[src/rtl/ia_frame_ctrl.sv]
//-----------------------------------------------------------------------------
// ia_frame_ctrl
//
// Receive-side frame controller for the triangle-parameter UART link.
// A frame is the sync marker SYNC_BYTE followed by NUM_BYTES payload bytes
// (27 16-bit words, low byte first). Each payload byte is forwarded one cycle
// after it arrives as a registered write (byte_out/idx/update_reg) into the
// parameter register file. Once the whole payload is in, the controller waits
// for the next vblank pulse (frame_start) and only then announces the new
// triangle with a one-cycle pc_ready, so the renderer never switches
// parameters mid-frame.
//
// A gap of TIMEOUT idle clocks inside a frame abandons it (err_timeout).
// Bytes already written are not rolled back; withholding pc_ready is what
// keeps a partial frame from being used.
//
// Optional feature, enabled by defining the macro IA_CHECKSUM_EN:
//   one extra byte follows the payload and must equal the XOR of all payload
//   bytes. A mismatch pulses err_cksum and discards the frame. Without the
//   macro the checksum state, accumulator and error register are not built
//   and err_cksum is tied low.
//-----------------------------------------------------------------------------
module ia_frame_ctrl #(
   parameter logic [7:0] SYNC_BYTE = 8'hA5,
   parameter int         NUM_BYTES = 54,
   parameter int         TIMEOUT   = 1_000_000
) (
   input  logic       clk,
   input  logic       reset,
   input  logic [7:0] rx_data,
   input  logic       rx_done,
   input  logic       frame_start,
   output logic [7:0] byte_out,
   output logic [5:0] idx,
   output logic       update_reg,
   output logic       pc_ready,
   output logic       busy,
   output logic       err_timeout,
   output logic       err_cksum
);

   // Idle counter is sized to hold TIMEOUT itself so the compare value fits.
   localparam int                IDLE_W    = $clog2(TIMEOUT + 1);
   localparam logic [IDLE_W-1:0] IDLE_LAST = IDLE_W'(TIMEOUT - 1);
   localparam logic [IDLE_W-1:0] IDLE_MAX  = '1;
   localparam logic [5:0]        BYTE_LAST = 6'(NUM_BYTES - 1);

   typedef enum logic [1:0] {
      ST_IDLE   = 2'd0,
      ST_LOAD   = 2'd1,
      ST_CHECK  = 2'd2,
      ST_COMMIT = 2'd3
   } state_t;

   state_t            state;
   logic [5:0]        byte_cnt;
   logic [IDLE_W-1:0] idle_cnt;

   // True on the cycle the in-frame silence reaches TIMEOUT clocks.
   logic idle_expired;
   assign idle_expired = (idle_cnt == IDLE_LAST) && !rx_done;

`ifdef IA_CHECKSUM_EN
   logic [7:0] cksum_acc;
`else
   assign err_cksum = 1'b0;
`endif

   // Frame FSM: hunt for sync, stream payload writes, optionally verify the
   // checksum, then hold the completed frame until the next vblank.
   // NOTE: every register here is assigned with <= so all of them update from
   // the same pre-edge values; blocking assignments would make the result
   // depend on statement order.
   always_ff @(posedge clk or posedge reset) begin
      if (reset) begin
         state       <= ST_IDLE;
         byte_cnt    <= '0;
         idle_cnt    <= '0;
         byte_out    <= '0;
         idx         <= '0;
         update_reg  <= 1'b0;
         pc_ready    <= 1'b0;
         busy        <= 1'b0;
         err_timeout <= 1'b0;
`ifdef IA_CHECKSUM_EN
         cksum_acc   <= '0;
         err_cksum   <= 1'b0;
`endif
      end else begin
         // NOTE: strobes fall back to 0 every cycle and are raised only by the
         // branch that fires them, which makes each pulse exactly one clock.
         update_reg  <= 1'b0;
         pc_ready    <= 1'b0;
         err_timeout <= 1'b0;
`ifdef IA_CHECKSUM_EN
         err_cksum   <= 1'b0;
`endif

         case (state)
            // Non-sync bytes are noise between frames and are ignored.
            ST_IDLE: begin
               if (rx_done && (rx_data == SYNC_BYTE)) begin
                  state    <= ST_LOAD;
                  busy     <= 1'b1;
                  byte_cnt <= '0;
                  idle_cnt <= '0;
`ifdef IA_CHECKSUM_EN
                  cksum_acc <= '0;
`endif
               end
            end

            // Each byte becomes one register-file write on the next cycle.
            ST_LOAD: begin
               if (rx_done) begin
                  byte_out   <= rx_data;
                  idx        <= byte_cnt;
                  update_reg <= 1'b1;
                  idle_cnt   <= '0;
`ifdef IA_CHECKSUM_EN
                  cksum_acc  <= cksum_acc ^ rx_data;
`endif
                  if (byte_cnt == BYTE_LAST) begin
                     byte_cnt <= '0;
`ifdef IA_CHECKSUM_EN
                     state    <= ST_CHECK;
`else
                     state    <= ST_COMMIT;
`endif
                  end else begin
                     byte_cnt <= byte_cnt + 1'b1;
                  end
               end else if (idle_expired) begin
                  err_timeout <= 1'b1;
                  state       <= ST_IDLE;
                  busy        <= 1'b0;
                  idle_cnt    <= '0;
                  byte_cnt    <= '0;
               end else if (idle_cnt != IDLE_MAX) begin
                  idle_cnt <= idle_cnt + 1'b1;
               end
            end

`ifdef IA_CHECKSUM_EN
            // The checksum byte is compared only; it never reaches the
            // register file.
            ST_CHECK: begin
               if (rx_done) begin
                  idle_cnt <= '0;
                  if (rx_data == cksum_acc) begin
                     state <= ST_COMMIT;
                  end else begin
                     err_cksum <= 1'b1;
                     state     <= ST_IDLE;
                     busy      <= 1'b0;
                  end
               end else if (idle_expired) begin
                  err_timeout <= 1'b1;
                  state       <= ST_IDLE;
                  busy        <= 1'b0;
                  idle_cnt    <= '0;
               end else if (idle_cnt != IDLE_MAX) begin
                  idle_cnt <= idle_cnt + 1'b1;
               end
            end
`endif

            // Bytes arriving here are dropped (even a sync byte); the frame is
            // released on the first vblank seen while already in this state,
            // so a pulse coinciding with the final byte is not used.
            ST_COMMIT: begin
               if (frame_start) begin
                  pc_ready <= 1'b1;
                  state    <= ST_IDLE;
                  busy     <= 1'b0;
               end
            end

            default: begin
               state <= ST_IDLE;
               busy  <= 1'b0;
            end
         endcase
      end
   end

endmodule

[config.mk]
export PLATFORM = sky130hd
export DESIGN_NAME = ia_frame_ctrl
export DESIGN_NICKNAME = d
export VERILOG_FILES = /design/src/rtl/ia_frame_ctrl.sv
export SDC_FILE = /design/constraint.sdc
export NUM_CORES = 1
export LEC_CHECK = 0
export ABC_AREA = 1
export ABC_CLOCK_PERIOD_IN_PS = 2310
export BUFFER_PORTS_ARGS = -buffer_cell sky130_fd_sc_hd__buf_2
export CAP_MARGIN = 20
export CORE_AREA = 10 10 88 75
export CTS_BUF_LIST = sky130_fd_sc_hd__clkbuf_4
export CTS_CLUSTER_DIAMETER = 50
export DETAILED_ROUTE_END_ITERATION = 10
export DIE_AREA = 0 0 98 85
export GPL_ROUTABILITY_DRIVEN = 0
export GPL_TIMING_DRIVEN = 0
export PLACE_DENSITY = 0.74
export SLEW_MARGIN = 20
export SYNTH_ARGS = -nofsm -noshare
export SYNTH_HDL_FRONTEND = slang
export SYNTH_SLANG_ARGS = --single-unit
export TNS_END_PERCENT = 30
[constraint.sdc]
create_clock -name clk -period 2.31 [get_ports clk]
set_input_delay 0.3465 -clock clk [delete_from_list [all_inputs] [get_ports clk]]
set_output_delay 0.3465 -clock clk [all_outputs]
set_load 0.05 [all_outputs]
==> results_dict.tcl <==
set metrics [dict create \
    status "finished, final reports clean" \
    cts_hold_buf 0 \
    syn_avg_cell_area_sq_um 7.485 \
    ios 31 \
    yosysMostFrequentCell "nand2_1" \
    io_buffers 29 \
    reg2reg_setup_slack_ns 0.33 \
    final-setup-viol-count 0 \
    grt_pass1_vias 2126 \
    tns_ns 0 \
    drt_pass1_iterations 4 \
    reg.largest.list "idle_cnt x20, byte_out x8" \
    end_kind "flip-flop" \
    start_util 0.5295 \
    ys_seq_area_frac 0.4470 \
    synthCells 344 \
    cts.sinks 46 \
    synth.area.top_cells "dfrtp_1 45%, nand2_1 18%, nand3_1 8.4%" \
    grt_usage 0.1450 \
    p_leak_nw 1.494 \
    use_met3 0.02998 \
    clk_path_buf_depth 2 \
    synthArstFlopShare 1.000 \
    synth_edf_count 0 \
    hpwl_mm 4.468 \
    utilization 0.5920 \
    report.final.slew_viol_count 0 \
    cts_made_buffers 5 \
    ys_warn_count 0 \
    synth-seq-cells 46 \
    row_count 23 \
    arrival_ns 2.24 \
    drive_above_1_share 0.1571 \
    antenna_found_initial 0 \
    grt_setup_unrepaired "false" \
    grt-ovfl-total 0 \
    cts_resized 0 \
    grt.met1_usage 0.1997 \
    vias_per_cell 5.074 \
    cts.clk_slew.worst_paths_ns 0.14 \
    worst_slew_pin_slew_ns 0.6466 \
    fmaxAchievable_mhz 505.2 \
    yosysUniqueCellTypes 27 \
    max_cap_viol_count 0 \
    syn_to_final_growth_pct 11.81 \
    routed_wirelength_mm 5.882 \
    crit-reg2reg-launch "idle_cnt[0]" \
    use_met2 0.2216 \
    total_power_mw 2.904 \
    n_antenna_cell 0 \
    drt_iter0_drc 176 \
    vdd_drop_max_v 0.0007157 \
    cts_tree "done" \
    syn_nets 359 \
    clockRootBuffer "clkbuf_4" \
    grt_max_degree 29 \
    post_cts_buffers 0 \
    largest_reg_flops 20 \
    nets 396 \
    synth.cell_area_sq_um 2575 \
    grt_first_pass_wirelength_mm 10.17 \
    start_kind "flip-flop" \
    drc 0 \
    period_minus_slack_ns 1.979 \
    die-area_sq_um 8330 \
    fp.dieW_um 98 \
    cp.required_ns 2.57 \
    wl_per_cell_um 13.25 \
    synth_ff_type "dfrtp_1" \
    fp.coreArea_sq_um 4863 \
    synth_common_cells "125 x nand2_1, 46 x dfrtp_1, 43 x nand3_1, 43 x nor2_1, 24 x inv_1" \
    num_vias 2253 \
    cts_max_level 2 \
    p_per_area_nw_per_um2 1009 \
    critPathKind "reg -> reg" \
    clock-skew-final_ns 0.005636 \
    crit_path_max_fanout 9 \
    hold_path_class "in -> async" \
    die_h_um 85 \
    grt-busiest-layer "met2" \
    crit_start "idle_cnt[0]" \
    yosysTopAreaCellShare 0.4470 \
    finalCritPeriodShare 0.8569 \
    drtAntennaViolNets 0 \
    synth_top_area_cell "dfrtp_1" \
    slew_headroom 0.5683 \
    finalHoldViolations 0 \
    regMostFlops "idle_cnt" \
    clock_latency_ns 0.35 \
]
[power by group]
group / leakage [nW] / switching, mW / total [mW] / internal [mW]
combinational: 0.847 / 1.06 / 1.43 / 0.371
sequential: 0.619 / 0.124 / 1.09 / 0.963
clock: 0.0286 / 0.269 / 0.383 / 0.114
total: 1.49 / 1.46 / 2.90 / 1.45
[per-layer routing]
metal	part of all wire	vias to the layer above
met5	0	-
met4	0.0078	0
met1	0.49	1035
li1	-	1158
met2	0.44	56
met3	0.061	4
[stage by stage]
stage	instance area (sq um)	hold slack, ns	std cells	setup slack, ns
3_5_place_dp	2825	0.4595	436	0.3650
2_1_floorplan	2575	0.4200	344	0.7528
5_1_grt	2879	0.07975	444	0.1789
6_report	2879	0.05814	444	0.3307
4_1_cts	2879	0.07471	444	0.3533
3_3_place_gp	2798	0.4573	435	0.2241
[critical path, cell delays in order (launching register included)]
cell      delay (ns)
dfrtp_1         0.50
ha_1            0.24
nand3_1         0.15
nor2_4          0.19
nand3_2         0.14
nand2_4         0.14
clkinv_1        0.27
nand3_1         0.18
nand2_1         0.07
[cell type report]
type                    instances  area, sq um
clock buffers                   5        37.54
flip-flops and latches         46         1151
clock inverters                 3        16.27
fillers                       486         1984
plain buffers                   8        66.31
inverters                      27        101.3
multi-input cells             263         1256
well taps                      62        77.57
repair buffers                 30        172.7
[logic make-up after synthesis]
family / Yosys count / synth area share
compound gates: 17 / 0.03936
fa+ha+maj: 3 / 0.01458
xor+xnor: 12 / 0.04082
simple gates: 230 / 0.3916
other cells: 1 / 0.001456
flops: 46 / 0.4470
buf+inv: 35 / 0.06511
[cell usage in the layout (no fill, tap or decap)]
cell type / count
inv_2: 3
ha_1: 3
clkinv_2: 1
inv_1: 23
nor2_1: 43
a21oi_4: 1
or2_1: 1
nand2_4: 3
nand4_1: 2
nand3_1: 43
xnor2_1: 4
dfrtp_1: 46
buf_6: 4
clkbuf_4: 5
xor2_1: 8
buf_2: 31
o21ai_1: 4
clkinv_1: 2
nand2_1: 125
o31ai_1: 2
conb_1: 1
buf_16: 1
nand2_2: 1
a21oi_1: 3
clkbuf_1: 1
o21ai_0: 7
buf_4: 1
nor3_1: 4
nor2_4: 3
nand3_2: 5
clkinvlp_4: 1
[worst paths after layout]
kind,cells past startpoint,end
min in group clk,3,byte_out[2]
max in group asynchronous,3,idx[0]
max,8,idle_cnt[3]
max reg2reg,8,idle_cnt[3]
min,2,idle_cnt[14]
min reg2reg,2,byte_out[2]
Note: power is estimated with default switching activity, not from simulation.
